## config.mk

```make
export PLATFORM = sky130hd
export DESIGN_NAME = fetch_unit
export DESIGN_NICKNAME = d
export VERILOG_FILES = /design/src/rtl/fetch_unit.sv
export SDC_FILE = /design/constraint.sdc
export NUM_CORES = 1
export LEC_CHECK = 0
export CAP_MARGIN = 10
export CORE_ASPECT_RATIO = 1.75
export CORE_MARGIN = 10
export CORE_UTILIZATION = 53
export CTS_BUF_LIST = sky130_fd_sc_hd__clkbuf_4
export CTS_CLUSTER_SIZE = 28
export DETAILED_ROUTE_END_ITERATION = 8
export PLACE_DENSITY = 0.83
export SLEW_MARGIN = 20
export SYNTH_ARGS = -nofsm -noshare
export SYNTH_HDL_FRONTEND = slang
export SYNTH_SLANG_ARGS = --single-unit
```

## constraint.sdc

```tcl
create_clock -name clk -period 5.7 [get_ports clk]
set_input_delay 0.855 -clock clk [delete_from_list [all_inputs] [get_ports clk]]
set_output_delay 0.855 -clock clk [all_outputs]
set_load 0.1 [all_outputs]
```

## src/rtl/fetch_unit.sv

```systemverilog
// Instruction fetch: owns the PC, issues sequential imem reads and buffers {pc, instr} for decode.
// Optional FETCH_MISALIGN_CHECK_EN: misaligned redirects raise fetch_err and halt fetch.
module fetch_unit #(
  parameter int                    DATA_WIDTH = 32,
  parameter int                    ADDR_WIDTH = 32,
  parameter logic [ADDR_WIDTH-1:0] RESET_PC   = '0,
  parameter int                    FIFO_DEPTH = 2
) (
  input  logic                  clk,
  input  logic                  rst,
  output logic                  imem_req,
  output logic [ADDR_WIDTH-1:0] imem_addr,
  input  logic [DATA_WIDTH-1:0] imem_rdata,
  input  logic                  redirect_valid,
  input  logic [ADDR_WIDTH-1:0] redirect_target,
  output logic                  instr_valid,
  input  logic                  instr_ready,
  output logic [DATA_WIDTH-1:0] instr,
  output logic [ADDR_WIDTH-1:0] instr_pc,
  output logic                  fetch_err
);

  localparam int PW  = (FIFO_DEPTH > 1) ? $clog2(FIFO_DEPTH) : 1;
  localparam int CW  = PW + 1;
  localparam int CW1 = CW + 1;
  localparam logic [CW1-1:0] DEPTH_C = CW1'(FIFO_DEPTH);

  typedef struct packed {
    logic [ADDR_WIDTH-1:0] pc;
    logic [DATA_WIDTH-1:0] instr;
  } entry_t;

  entry_t                fifo [FIFO_DEPTH];
  entry_t                head;
  logic [PW-1:0]         rd_ptr, wr_ptr;
  logic [CW-1:0]         count;
  logic [ADDR_WIDTH-1:0] fetch_pc, req_pc;
  logic                  inflight, drop, halted, err_q;
  logic                  pop, push, issue, misalign;
  logic [CW1-1:0]        credit;
  logic [ADDR_WIDTH-1:0] target;

`ifdef FETCH_MISALIGN_CHECK_EN
  assign target   = redirect_target;
  assign misalign = redirect_valid && (redirect_target[1:0] != 2'b00);
`else
  logic unused_target_lo;
  assign unused_target_lo = ^redirect_target[1:0];
  assign target           = {redirect_target[ADDR_WIDTH-1:2], 2'b00};
  assign misalign         = 1'b0;
`endif

  // Head and handshake; a redirect masks the head so a coincident pop is not a transfer.
  assign head        = fifo[rd_ptr];
  assign instr_valid = (count != '0) && !redirect_valid;
  assign instr       = instr_valid ? head.instr : '0;
  assign instr_pc    = instr_valid ? head.pc    : '0;
  assign pop         = instr_valid && instr_ready;

  // Credit counts buffered plus in-flight words, so a response always has a free slot.
  assign credit    = CW1'(count) + CW1'(inflight) - CW1'(pop);
  assign issue     = !rst && !redirect_valid && !halted && (credit < DEPTH_C);
  assign imem_req  = issue;
  assign imem_addr = fetch_pc;
  assign push      = inflight && !drop && !redirect_valid && !rst;
  assign fetch_err = err_q;

  always_ff @(posedge clk) begin
    if (push) fifo[wr_ptr] <= '{pc: req_pc, instr: imem_rdata};
  end

  always_ff @(posedge clk) begin
    if (rst) begin
      fetch_pc <= RESET_PC;
      req_pc   <= RESET_PC;
      inflight <= 1'b0;
      drop     <= 1'b0;
      halted   <= 1'b0;
      err_q    <= 1'b0;
      rd_ptr   <= '0;
      wr_ptr   <= '0;
      count    <= '0;
    end else begin
      inflight <= issue;
      err_q    <= misalign;
      if (issue) req_pc <= fetch_pc;
      if (redirect_valid) begin
        fetch_pc <= target;
        rd_ptr   <= '0;
        wr_ptr   <= '0;
        count    <= '0;
        halted   <= misalign;
        // Issue is already masked during a redirect, so nothing stale is left to discard.
        drop     <= issue;
      end else begin
        if (issue)    fetch_pc <= fetch_pc + ADDR_WIDTH'(4);
        if (inflight) drop     <= 1'b0;
        if (push)     wr_ptr   <= wr_ptr + PW'(1);
        if (pop)      rd_ptr   <= rd_ptr + PW'(1);
        count <= count + CW'(push) - CW'(pop);
      end
    end
  end

endmodule
```

==> out/metrics.yaml <==
synthesis:
  synth_area_sq_um: 7800
  ys_async_sr_fraction: 0
  synth-edff-count: 124
  synth_top_cells_by_area: "edfxtp_1, dfxtp_1, mux2i_1, nor2_1, nand2_1"
  synth.distinct_cells: 47
  synth_warnings: 0
  syn_inst: 667
  synth_seq_area_share: 0.649
  avgSynthCellArea_sq_um: 11.7
  synth-seq-cells: 191
  synth_area_leader_cell: "edfxtp_1"
  synth_ff_type: "edfxtp_1"
  synth_top_area_share: 0.477
status:
  outcome: "completed"
detailed_routing:
  wirelength_mm: 17.6
  ant_nets: 0
  dr.pass1.iters: 4
  wl_per_cell_um: 17.5
  drc: 0
  drt-initial-drc-count: 323
  vias: 5504
  drt-vias-per-instance: 5.48
floorplanning:
  row_count: 58
  design.core.area_sq_um: 14400
  boundaryPins: 167
  start_util: 0.540
  fp.dieW_um: 112
  die-area_sq_um: 20200
  die_y_um: 180
critical_path:
  cp_max_fo: 46
  critPathKind: "primary input to output pin"
  endpoint_kind: "output pin"
  required_ns: 4.85
  arrival_ns: 3.23
  critPathLaunchType: "primary input"
power:
  p_leak_nw: 3.26
  p_int_w: 0.00188
  power-per-cell-area_nw_per_um2: 270
  swShare: 0.279
  peakVddDrop_mv: 0.123
  combPwrFrac: 0.119
  p_seq_frac: 0.586
  clockPowerShare: 0.295
  totalPowerFinal_w: 0.00261
  switchingPower_w: 0.000728
global_routing:
  grt_pass1_wl_mm: 28.3
  grt_max_degree: 65
  gr-usage-all-layers: 0.171
  antenna_found_initial: 1
  grt_pass1_vias: 5568
  grt_overflow_total: 0
final_layout:
  final_cell_mix: "edfxtp_1, clkdlybuf4s50_1, nor2_1"
  final_common_cell: "edfxtp_1"
  fin_cells: 1004
  drive_gt1_frac: 0.140
  nets: 881
  area_growth_pct: 24.1
sta:
  fin_skew_ns: 0.0270
  setup_viol: 0
  grt_setup_unrepaired: "false"
  fin_crit_sh: 0.717
  fin_setup_tns_ns: 0
  worst_pin_slew_ns: 1.07
  max-slew-margin-rel: 0.289
  fin_ws_ns: 1.61
  fin_crit_ns: 4.09
  hold_viol: 0
  report.final.slew_viol_count: 0
  max_freq_mhz: 245
clocking:
  cts-root-buf: "clkbuf_4"
  post_cts_resized: 0
  clkLatencyLatePin_ns: 0.55
  clock_sinks: 191
  cts_max_path_buffers: 2
  cts.clk_slew.worst_paths_ns: 0.14
  cts_tree: "built"
  post_cts_buffers: 0
  h-tree-depth: 4
  holdBufCountCts: 0
  cts_buffers: 17
flow_run:
  max_cap_viol_count: 0
place:
  numPlacedInstances: 971
  pre_cts_slack_ns: 1.38
  gp_congestion: 0.847
  hpwl_mm: 12.6
  io_buffers: 159
worst_hold_path:
  worstHoldPathType: "flip-flop to flip-flop"
## worst paths after layout
check	to	slack [ns]	startpoint	depth (start not counted)
hold / removal	fifo[1][36]	0.48	req_pc[4]	0
setup reg to reg	imem_addr[17]	2.43	count[1]	12
hold reg to reg	fifo[1][36]	0.48	req_pc[4]	0
setup / recovery	imem_req	1.61	redirect_valid	10
## cell families (layout without fill, tap and decap cells)
group	Yosys count	count (layout)	share of synthesized area
muxes	67	67	0.0865
and+or+nand+nor	239	239	0.140
DFF	191	191	0.649
adders and majority gates	3	3	0.00578
AOI/OAI and AO/OA	97	97	0.0728
buffers and inverters	56	208	0.0300
xor gates and xnor gates	13	13	0.0146
other	1	6	0.000481
## power by group through the flow
stage / combinational [W] / sequential, W / clock (W)
final: 0.000311 / 0.00153 / 0.000770
after global routing: 0.000326 / 0.00153 / 0.000858
after CTS: 0.000312 / 0.00153 / 0.000796
after detailed placement: 0.000311 / 0.00156 / 0
after global placement: 0.000305 / 0.00156 / 0
after floorplan: 0.000116 / 0.00165 / 0
## flip-flops by register name, indices dropped and copies added, names as in the netlist, named ones only
| signal | cells |
|---|---|
| req_pc | 30 |
| imem_addr | 30 |
| fifo | 124 |
| rd_ptr | 1 |
| inflight | 1 |
| count | 2 |
| drop | 1 |
| wr_ptr | 1 |
## synth_stat cells, types with 2 or more instances
master	number
or2_2	2
o21ai_0	11
inv_1	10
and2_1	2
nor3b_1	3
and3_1	2
buf_4	6
a31oi_1	8
nand2b_1	4
ha_1	2
clkbuf_1	29
nor4_2	2
a21oi_1	50
and4_1	3
mux2_2	3
nor2b_1	10
nand4_1	10
xor2_1	2
nand2_1	78
nand3_1	16
a2bb2oi_1	3
o31a_1	2
edfxtp_1	124
o22ai_1	6
a41oi_1	2
or3_1	6
xnor2_1	11
a32oi_1	2
mux2i_1	64
a22oi_1	9
nand3b_1	3
nor2_1	84
nor3_1	8
and2_0	2
buf_1	10
dfxtp_1	67
## layout make-up
type	instances	area (sq um)
clock buffer	17	128
clock inverter	15	196
multi-input combinational	424	2530
sequential	191	5070
fill	1088	4760
antenna	1	2.50
timing repair buffer	166	1490
inverter	10	37.5
tap	180	225
## critical path, cell delays in order
cell,delay [ns]
clkdlybuf4s50_1,0.55
buf_4,0.41
nand2b_1,0.19
xnor2_1,0.12
nand2_1,0.09
fa_1,0.38
xnor2_1,0.20
nand3_2,0.12
inv_1,0.13
buf_12,0.18
## routing by layer
layer / up-vias / global-route usage / share of wire
li1: 2673 / - / -
met1: 2642 / 0.182 / 0.38
met2: 164 / 0.308 / 0.54
met3: 25 / 0.0437 / 0.054
met4: 0 / 0.0702 / 0.022
met5: - / 0 / 0
## through the flow
step / hold WS (ns) / instance area, sq um / util
2_1_floorplan: 0.425 / 7810 / -
3_3_place_gp: 0.432 / 9350 / 0.648
3_5_place_dp: 0.438 / 9350 / 0.648
4_1_cts: 0.474 / 9680 / 0.670
5_1_grt: 0.485 / 9680 / 0.670
6_report: 0.477 / 9680 / 0.670
(Power assumes the default switching activity.)
